**src/rtl/mb_microseq.sv**
```systemverilog
// rtl/mb_microseq.sv - microcoded sequencer: 16-entry register file, ALU, flag branching, step watchdog
module mb_microseq #(
    parameter int DATA_W    = 16,
    parameter int MAX_STEPS = 1024
) (
    input  logic              CLK,
    input  logic              RST_N,
    input  logic              START,
    input  logic [7:0]        START_ADDR,
    input  logic              HOST_WE,
    input  logic [3:0]        HOST_ADDR,
    input  logic [DATA_W-1:0] HOST_WDATA,
    output logic [DATA_W-1:0] HOST_RDATA,
    output logic [7:0]        ROM_ADDR,
    input  logic [23:0]       ROM_DATA,
    output logic              STOP,
    output logic              DONE,
    output logic              ERR,
    output logic [2:0]        FLAGS
);

    typedef enum logic [1:0] {
        S_IDLE,
        S_FETCH,
        S_EXEC
    } state_t;

    localparam logic [15:0] STEP_LIMIT = 16'(MAX_STEPS);

    state_t      state_q, state_d;
    logic [7:0]  pc_q, pc_d;
    logic        done_q, done_d;
    logic        err_q, err_d;
    logic [2:0]  flags_q, flags_d;
    logic [15:0] step_q, step_d;

    logic [DATA_W-1:0] rf_q [16];
    logic              rf_we;
    logic [3:0]        rf_waddr;
    logic [DATA_W-1:0] rf_wdata;

    logic        mw_halt;
    logic [1:0]  mw_br;
    logic [2:0]  mw_op;
    logic [3:0]  mw_a;
    logic [3:0]  mw_b;
    logic [7:0]  mw_tgt;
    logic        unused_rsvd;

    assign mw_halt     = ROM_DATA[23];
    assign mw_br       = ROM_DATA[22:21];
    assign mw_op       = ROM_DATA[20:18];
    assign mw_a        = ROM_DATA[17:14];
    assign mw_b        = ROM_DATA[13:10];
    assign mw_tgt      = ROM_DATA[7:0];
    assign unused_rsvd = ^ROM_DATA[9:8];

    logic [DATA_W-1:0] opa, opb, alu_res;
    logic              alu_c, alu_wr, br_taken;
    logic [15:0]       step_next;

    assign opa       = rf_q[mw_a];
    assign opb       = rf_q[mw_b];
    assign step_next = step_q + 16'd1;

    // Carry defaults to the held C so logic/move ops leave it untouched.
    always_comb begin
        alu_res = '0;
        alu_c   = flags_q[0];
        alu_wr  = 1'b1;
        case (mw_op)
            3'd0: {alu_c, alu_res} = {1'b0, opa} + {1'b0, opb};
            3'd1: {alu_c, alu_res} = {1'b0, opa} - {1'b0, opb};
            3'd2: alu_res = opa & opb;
            3'd3: alu_res = opa | opb;
            3'd4: alu_res = opb;
            3'd5: alu_res = {opb[DATA_W-1], opb[DATA_W-1:1]};
            3'd6: begin
                alu_res = {opb[DATA_W-2:0], 1'b0};
                alu_c   = opb[DATA_W-1];
            end
            default: alu_wr = 1'b0;
        endcase
    end

    // Branches test the flags held before this instruction's own result.
    always_comb begin
        case (mw_br)
            2'b01:   br_taken = 1'b1;
            2'b10:   br_taken = flags_q[2];
            2'b11:   br_taken = flags_q[1];
            default: br_taken = 1'b0;
        endcase
    end

    always_comb begin
        state_d  = state_q;
        pc_d     = pc_q;
        done_d   = 1'b0;
        err_d    = err_q;
        flags_d  = flags_q;
        step_d   = step_q;
        rf_we    = 1'b0;
        rf_waddr = HOST_ADDR;
        rf_wdata = HOST_WDATA;
        case (state_q)
            S_IDLE: begin
                rf_we = HOST_WE;
                if (START) begin
                    err_d   = 1'b0;
                    step_d  = '0;
                    pc_d    = START_ADDR;
                    state_d = S_FETCH;
                end
            end
            S_FETCH: state_d = S_EXEC;
            S_EXEC: begin
                if (alu_wr) begin
                    rf_we    = 1'b1;
                    rf_waddr = mw_a;
                    rf_wdata = alu_res;
                    flags_d  = {alu_res[DATA_W-1], (alu_res == '0), alu_c};
                end
                step_d = step_next;
                if (mw_halt) begin
                    done_d  = 1'b1;
                    state_d = S_IDLE;
                end else if (step_next == STEP_LIMIT) begin
                    err_d   = 1'b1;
                    done_d  = 1'b1;
                    state_d = S_IDLE;
                end else begin
                    pc_d    = br_taken ? mw_tgt : pc_q + 8'd1;
                    state_d = S_FETCH;
                end
            end
            default: state_d = S_IDLE;
        endcase
    end

    always_ff @(posedge CLK) begin
        if (!RST_N) begin
            state_q <= S_IDLE;
            pc_q    <= '0;
            done_q  <= 1'b0;
            err_q   <= 1'b0;
            flags_q <= '0;
            step_q  <= '0;
        end else begin
            state_q <= state_d;
            pc_q    <= pc_d;
            done_q  <= done_d;
            err_q   <= err_d;
            flags_q <= flags_d;
            step_q  <= step_d;
        end
    end

    // Register file is not reset; writes are suppressed while reset is held.
    always_ff @(posedge CLK) begin
        if (rf_we && RST_N) begin
            rf_q[rf_waddr] <= rf_wdata;
        end
    end

    assign HOST_RDATA = rf_q[HOST_ADDR];
    assign ROM_ADDR   = pc_q;
    assign STOP       = (state_q == S_IDLE);
    assign DONE       = done_q;
    assign ERR        = err_q;
    assign FLAGS      = flags_q;

endmodule
```
**config.mk**
```make
export PLATFORM = sky130hd
export DESIGN_NAME = mb_microseq
export DESIGN_NICKNAME = d
export VERILOG_FILES = /design/src/rtl/mb_microseq.sv
export SDC_FILE = /design/constraint.sdc
export NUM_CORES = 1
export LEC_CHECK = 0
export CORE_AREA = 2 2 234 236
export CTS_CLUSTER_DIAMETER = 40
export DETAILED_ROUTE_END_ITERATION = 16
export DIE_AREA = 0 0 236 238
export DONT_BUFFER_PORTS = 1
export SLEW_MARGIN = 20
export SYNTH_ARGS = -nofsm -noshare
export SYNTH_HDL_FRONTEND = slang
export SYNTH_SLANG_ARGS = --single-unit
```
**constraint.sdc**
```tcl
create_clock -name CLK -period 9.1 [get_ports CLK]
set_input_delay 0.91 -clock CLK [delete_from_list [all_inputs] [get_ports CLK]]
set_output_delay 0.91 -clock CLK [all_outputs]
set_load 0.02 [all_outputs]
```
---- After elaboration in Yosys (flattened, before gate mapping) ----
Memories as Yosys holds them, arrays and structs flattened.
Index checks and enable logic that the tools add are counted.
word-level totals
  register bits ........................... 31
  memory bits (writable) .................. 256
  bits of input ports ..................... 56
  logic and storage cells ................. 72
  memories ................................ 1
memory list
  name  words  width  rd ports  clocked after memory_dff  write ports  line  RTL
  rf_q  16     16     3         0                         1            37    logic [DATA_W-1:0] rf_q [16];
operators by class
  add/sub/neg operators ................... 4
  equality and inequality tests ........... 16
  mux-type cells .......................... 29
  bitwise logic cells ..................... 2
  reductions and logical operators ........ 13
operator list
  operator               number
  $pmux 16 s7            1
  $mux 16                3
  $mux 8                 4
  $pmux 16 s2            1
  $add 16x16->17         1
  $sub 16x16->17         1
  $add 16x1->16 const B  1
  $and 16x16->16         1
  $eq 16x11->1 const B   1
  $logic_not 16->1       1
  $or 16x16->16          1
  $pmux 8 s2             1
  $mux 1                 11
  $eq 3x3->1 const B     3
  $add 8x1->8 const B    1
  $mux 4                 2
  $ne 2x2->1 const B     4
  $reduce_and 4->1       2
  $reduce_or 7->1        1
  $eq 2x2->1 const B     3
  $eq 3x2->1 const B     2
  $pmux 1 s3             2
  $pmux 2 s3             1
  $reduce_and 2->1       3
  10 further kinds       12

---- Depth between registers and ports, before layout ----
  depth after elaboration ................. 8
  depth in mapped cells ................... 21
  mapped depth without buffers ............ 17

---- Least setup slack after synthesis ----
No wires, ideal clock.
  path type ............................... input port to flip-flop
  from .................................... input port ROM_DATA[14]
  to ...................................... memory rf_q[0][15], data pin
  library setup time ...................... 291 ps
  data arrival time ....................... 5362 ps
  required time ........................... 8809 ps
  setup slack ............................. 3446 ps
  stages .................................. 15
  buffers on the path ..................... 3
  cells stage by stage .................... clkbuf_1 buf_1 mux4_2 mux4_2 inv_1 ha_1 clkbuf_1 a21o_1 a2111oi_2 a211oi_1 o41ai_1 o21bai_1 o21ai_1 nor3_1 a21oi_1
on the way
  word-level cells in the longest chain between the ends .. 5
ends and longest elaborated chain
  item                                    line  RTL
  start, declared                         15    input logic [23:0] ROM_DATA,
  $mem_v2 16x16 *                         --
  $sub 16x16->17 (tied with other cells)  73    3'd1: {alu_c, alu_res} = {1'b0, opa} - {1'b0, opb};
  $pmux 16 s7 *                           71    case (mw_op)
  $mux 16 *                               118   if (alu_wr) begin
  $mux 16 *                               106   case (state_q)
  net rf_wdata[15]                        40    logic [DATA_W-1:0] rf_wdata;
  end, declared                           37
The timed path passes the listed nets; every way through them passes the cells marked *.

---- Final worst setup path ----
  from .................................... input port ROM_DATA[11]
  to ...................................... memory rf_q[11][14], data pin
The elaborated chain is that of the path after synthesis.

==> results_dict.tcl <==
set metrics [dict create \
    viasPerCell 6.193 \
    drtIter0Drc 1383 \
    avgSynthCellArea_um2 13.24 \
    critical_path.endpoint "rf_q[11][14]" \
    synth_top_area_share_pct 41.41 \
    critPathKind "primary input to register" \
    dp_hpwl_um 36560 \
    ys_top_cells_by_area "edfxtp_1 41%, mux4_2 25%, ha_1 3.4%, dfxtp_1 3.3%, mux2i_1 2.7%" \
    yosysSeqAreaShare_pct 44.75 \
    ys_types 74 \
    reg2reg_to "rf_q[11][14]" \
    setup_viol 0 \
    h-tree-depth 2 \
    drive_gt1_share_pct 24.58 \
    antenna_found_initial 0 \
    design.die.area_um2 56170 \
    status "complete, no violations" \
    r2r-start "rf_q[1][1]" \
    firstDrtPassIters 5 \
    postCtsSetupBuffers 0 \
    syn_inst 1402 \
    grt_overflow 0 \
    clk-insertion-delay-late_ns 0.61 \
    synth_edf_count 256 \
    regArea_um2 8308 \
    syn_to_final_growth_pct 12.97 \
    critPathLaunch "ROM_DATA[11]" \
    start_util_pct 34.70 \
    row_count 85 \
    hold_path_class "primary input to register" \
    path_max_fanout 51 \
    post_cts_resize_count 0 \
    path_cells "nor2b_1, buf_4, a22oi_1, o21ai_1, nor2_1, a31oi_1, fa_1, nand2b_1, a211oi_1, o211ai_1, o2bb2ai_1, o41ai_1, nor2_1, mux2_2, a221o_1, nand2_1, nand2_1" \
    wl_um 56480 \
    slowest_stage "a31oi_1" \
    cpLargestDelayFamily "compound AO/OA/AOI/OAI gates" \
    postRouteAntennaNets 0 \
    cp.required_ns 9.31 \
    cts_tree "done" \
    tns_ns 0 \
    route.vias.total 13120 \
    yosysMostFrequentCell "edfxtp_1" \
    clock-sinks 287 \
    design.core.area_um2 53500 \
    powerDensity_nw_per_um2 190.4 \
    grt_max_degree 74 \
    cts-buffers-inserted 50 \
    mappedNetlistArea_um2 18560 \
    io_pins 86 \
    grt_pass1_wl_um 82480 \
    finalCritPeriodShare_pct 56.78 \
    globalplace.congestion 0.9250 \
    path_depth 17 \
    crit_path_start_kind "primary input" \
    grt_pass1_vias 12810 \
    cts.path.max_buffers 3 \
    hold_violations 0 \
    cts_root_buf "clkbuf_16" \
    tightest_slew_ns 1.077 \
    hold_buffers 0 \
    fin_nets 1487 \
    multi_input_area_um2 9643 \
    vdd_drop_max_mv 0.1322 \
    ys.flop_type "edfxtp_1" \
    skew_ns 0.03460 \
    synth_warnings 0 \
    dieWidth_um 236 \
    max_stage_delay_ns 0.50 \
    synthTopCellsByCount "256 x edfxtp_1, 208 x mux4_2, 117 x nand2_1" \
    power_leakage_nw 7.174 \
    drv_cap 0 \
    r2r_cells 15 \
    fin_crit_ns 5.167 \
    total_power_mw 3.993 \
    yosysTopAreaCell "edfxtp_1" \
    die_h_um 238 \
    wl_per_cell_um 26.66 \
    grt_setup_unrepaired "false" \
    slew_headroom_pct 28.20 \
    final_max_slew_viol_count 0 \
    port_buffers 0 \
    clkTransAtPathRegs_ns 0.05 \
    endpoint_kind "register" \
    synth_nets 1511 \
    track_usage_pct 19.80 \
    reg2reg_slack_ns 4.05 \
    worst-path-buf-inv 1 \
    final.fill_count 4879 \
    drc 0 \
    clock.fmax_mhz 193.5 \
    arrival_ns 5.37 \
    ys_ff_latch 287 \
    async_reset_ff_share_pct 0 \
]
routing by layer:
layer  part of all wire, %  track usage (%)  up-vias
met5                     0                0        -
met4                   3.1            7.585        0
met3                    11            5.044      117
met2                    48            32.34      723
met1                    38            25.37     6670
li1                      -                -     5606
stage by stage:
stage	hold slack [ns]	setup WS (ns)	instance area, um2	instances	util [%]
3_3_place_gp	0.4426	3.442	19220	2022	35.93
3_5_place_dp	0.4471	3.368	19220	2022	35.93
4_1_cts	0.4088	3.962	20970	2116	39.19
6_report	0.4416	3.933	20970	2118	39.20
5_1_grt	0.4299	3.613	20970	2116	39.19
2_1_floorplan	0.4309	3.446	18560	1402	-
cell usage in the layout (no fill, tap or decap), drive strengths merged, types with 5 or more instances in the layout:
master,instances
a211o,8
xnor2,13
a22oi,23
nand2,117
clkbuf,54
nor3b,6
inv,70
clkinv,21
mux4,213
xor2,8
o21ai,71
and3,12
nor3,20
a211oi,15
a21oi,64
o22ai,14
nand3,23
nor2b,18
a31oi,22
dfxtp,31
nor2,103
buf,23
o211ai,5
ha,51
bufinv,7
nand4,6
mux2i,51
a21o,6
edfxtp,256
nor4,5
report_power, final:
group | internal (mW) | leakage [nW] | switching (mW)
sequential | 1.46 | 2.56 | 0.0154
clock | 1.23 | 0.851 | 0.702
combinational | 0.248 | 3.76 | 0.336
total | 2.94 | 7.17 | 1.05
how the worst min path moves through the flow:
stage / startpoint / to / slack, ns / depth (start not counted)
final: RST_N / ERR / 0.44 / 2
after global routing: RST_N / state_q[1] / 0.43 / 2
after CTS: RST_N / ERR / 0.41 / 2
after detailed placement: state_q[0] / state_q[1] / 0.45 / 2
after global placement: state_q[0] / state_q[1] / 0.44 / 2
after floorplan: state_q[0] / state_q[1] / 0.43 / 2
flip-flops by register name (all words and copies together), names as in the netlist:
name      flops
DONE          1
ERR           1
FLAGS         3
ROM_ADDR      8
rf_q        256
state_q       2
step_q       16
layout make-up:
cell class | count | area share (%)
Antenna cell | 2 | 0.02386
Clock buffer | 54 | 6.086
Clock inverter | 40 | 2.243
Inverter | 60 | 1.074
Multi-Input combinational cell | 956 | 45.98
Sequential cell | 287 | 39.62
Tap cell | 696 | 4.152
Timing Repair Buffer | 23 | 0.8233
kinds of logic (layout without fill, tap and decap cells):
| family | after synthesis | after routing | synth area share (%) |
|---|---|---|---|
| XOR/XNOR | 21 | 21 | 0.9908 |
| buffers and inverters | 159 | 177 | 3.734 |
| AO/OA/AOI/OAI | 277 | 277 | 9.577 |
| AND/OR/NAND/NOR | 337 | 337 | 8.358 |
| multiplexers | 268 | 268 | 28.93 |
| flip-flops | 287 | 287 | 44.75 |
| other | 0 | 2 | 0 |
| adder cells (fa/ha/maj) | 53 | 53 | 3.653 |
No activity file was read; power rests on OpenSTA's default activity.
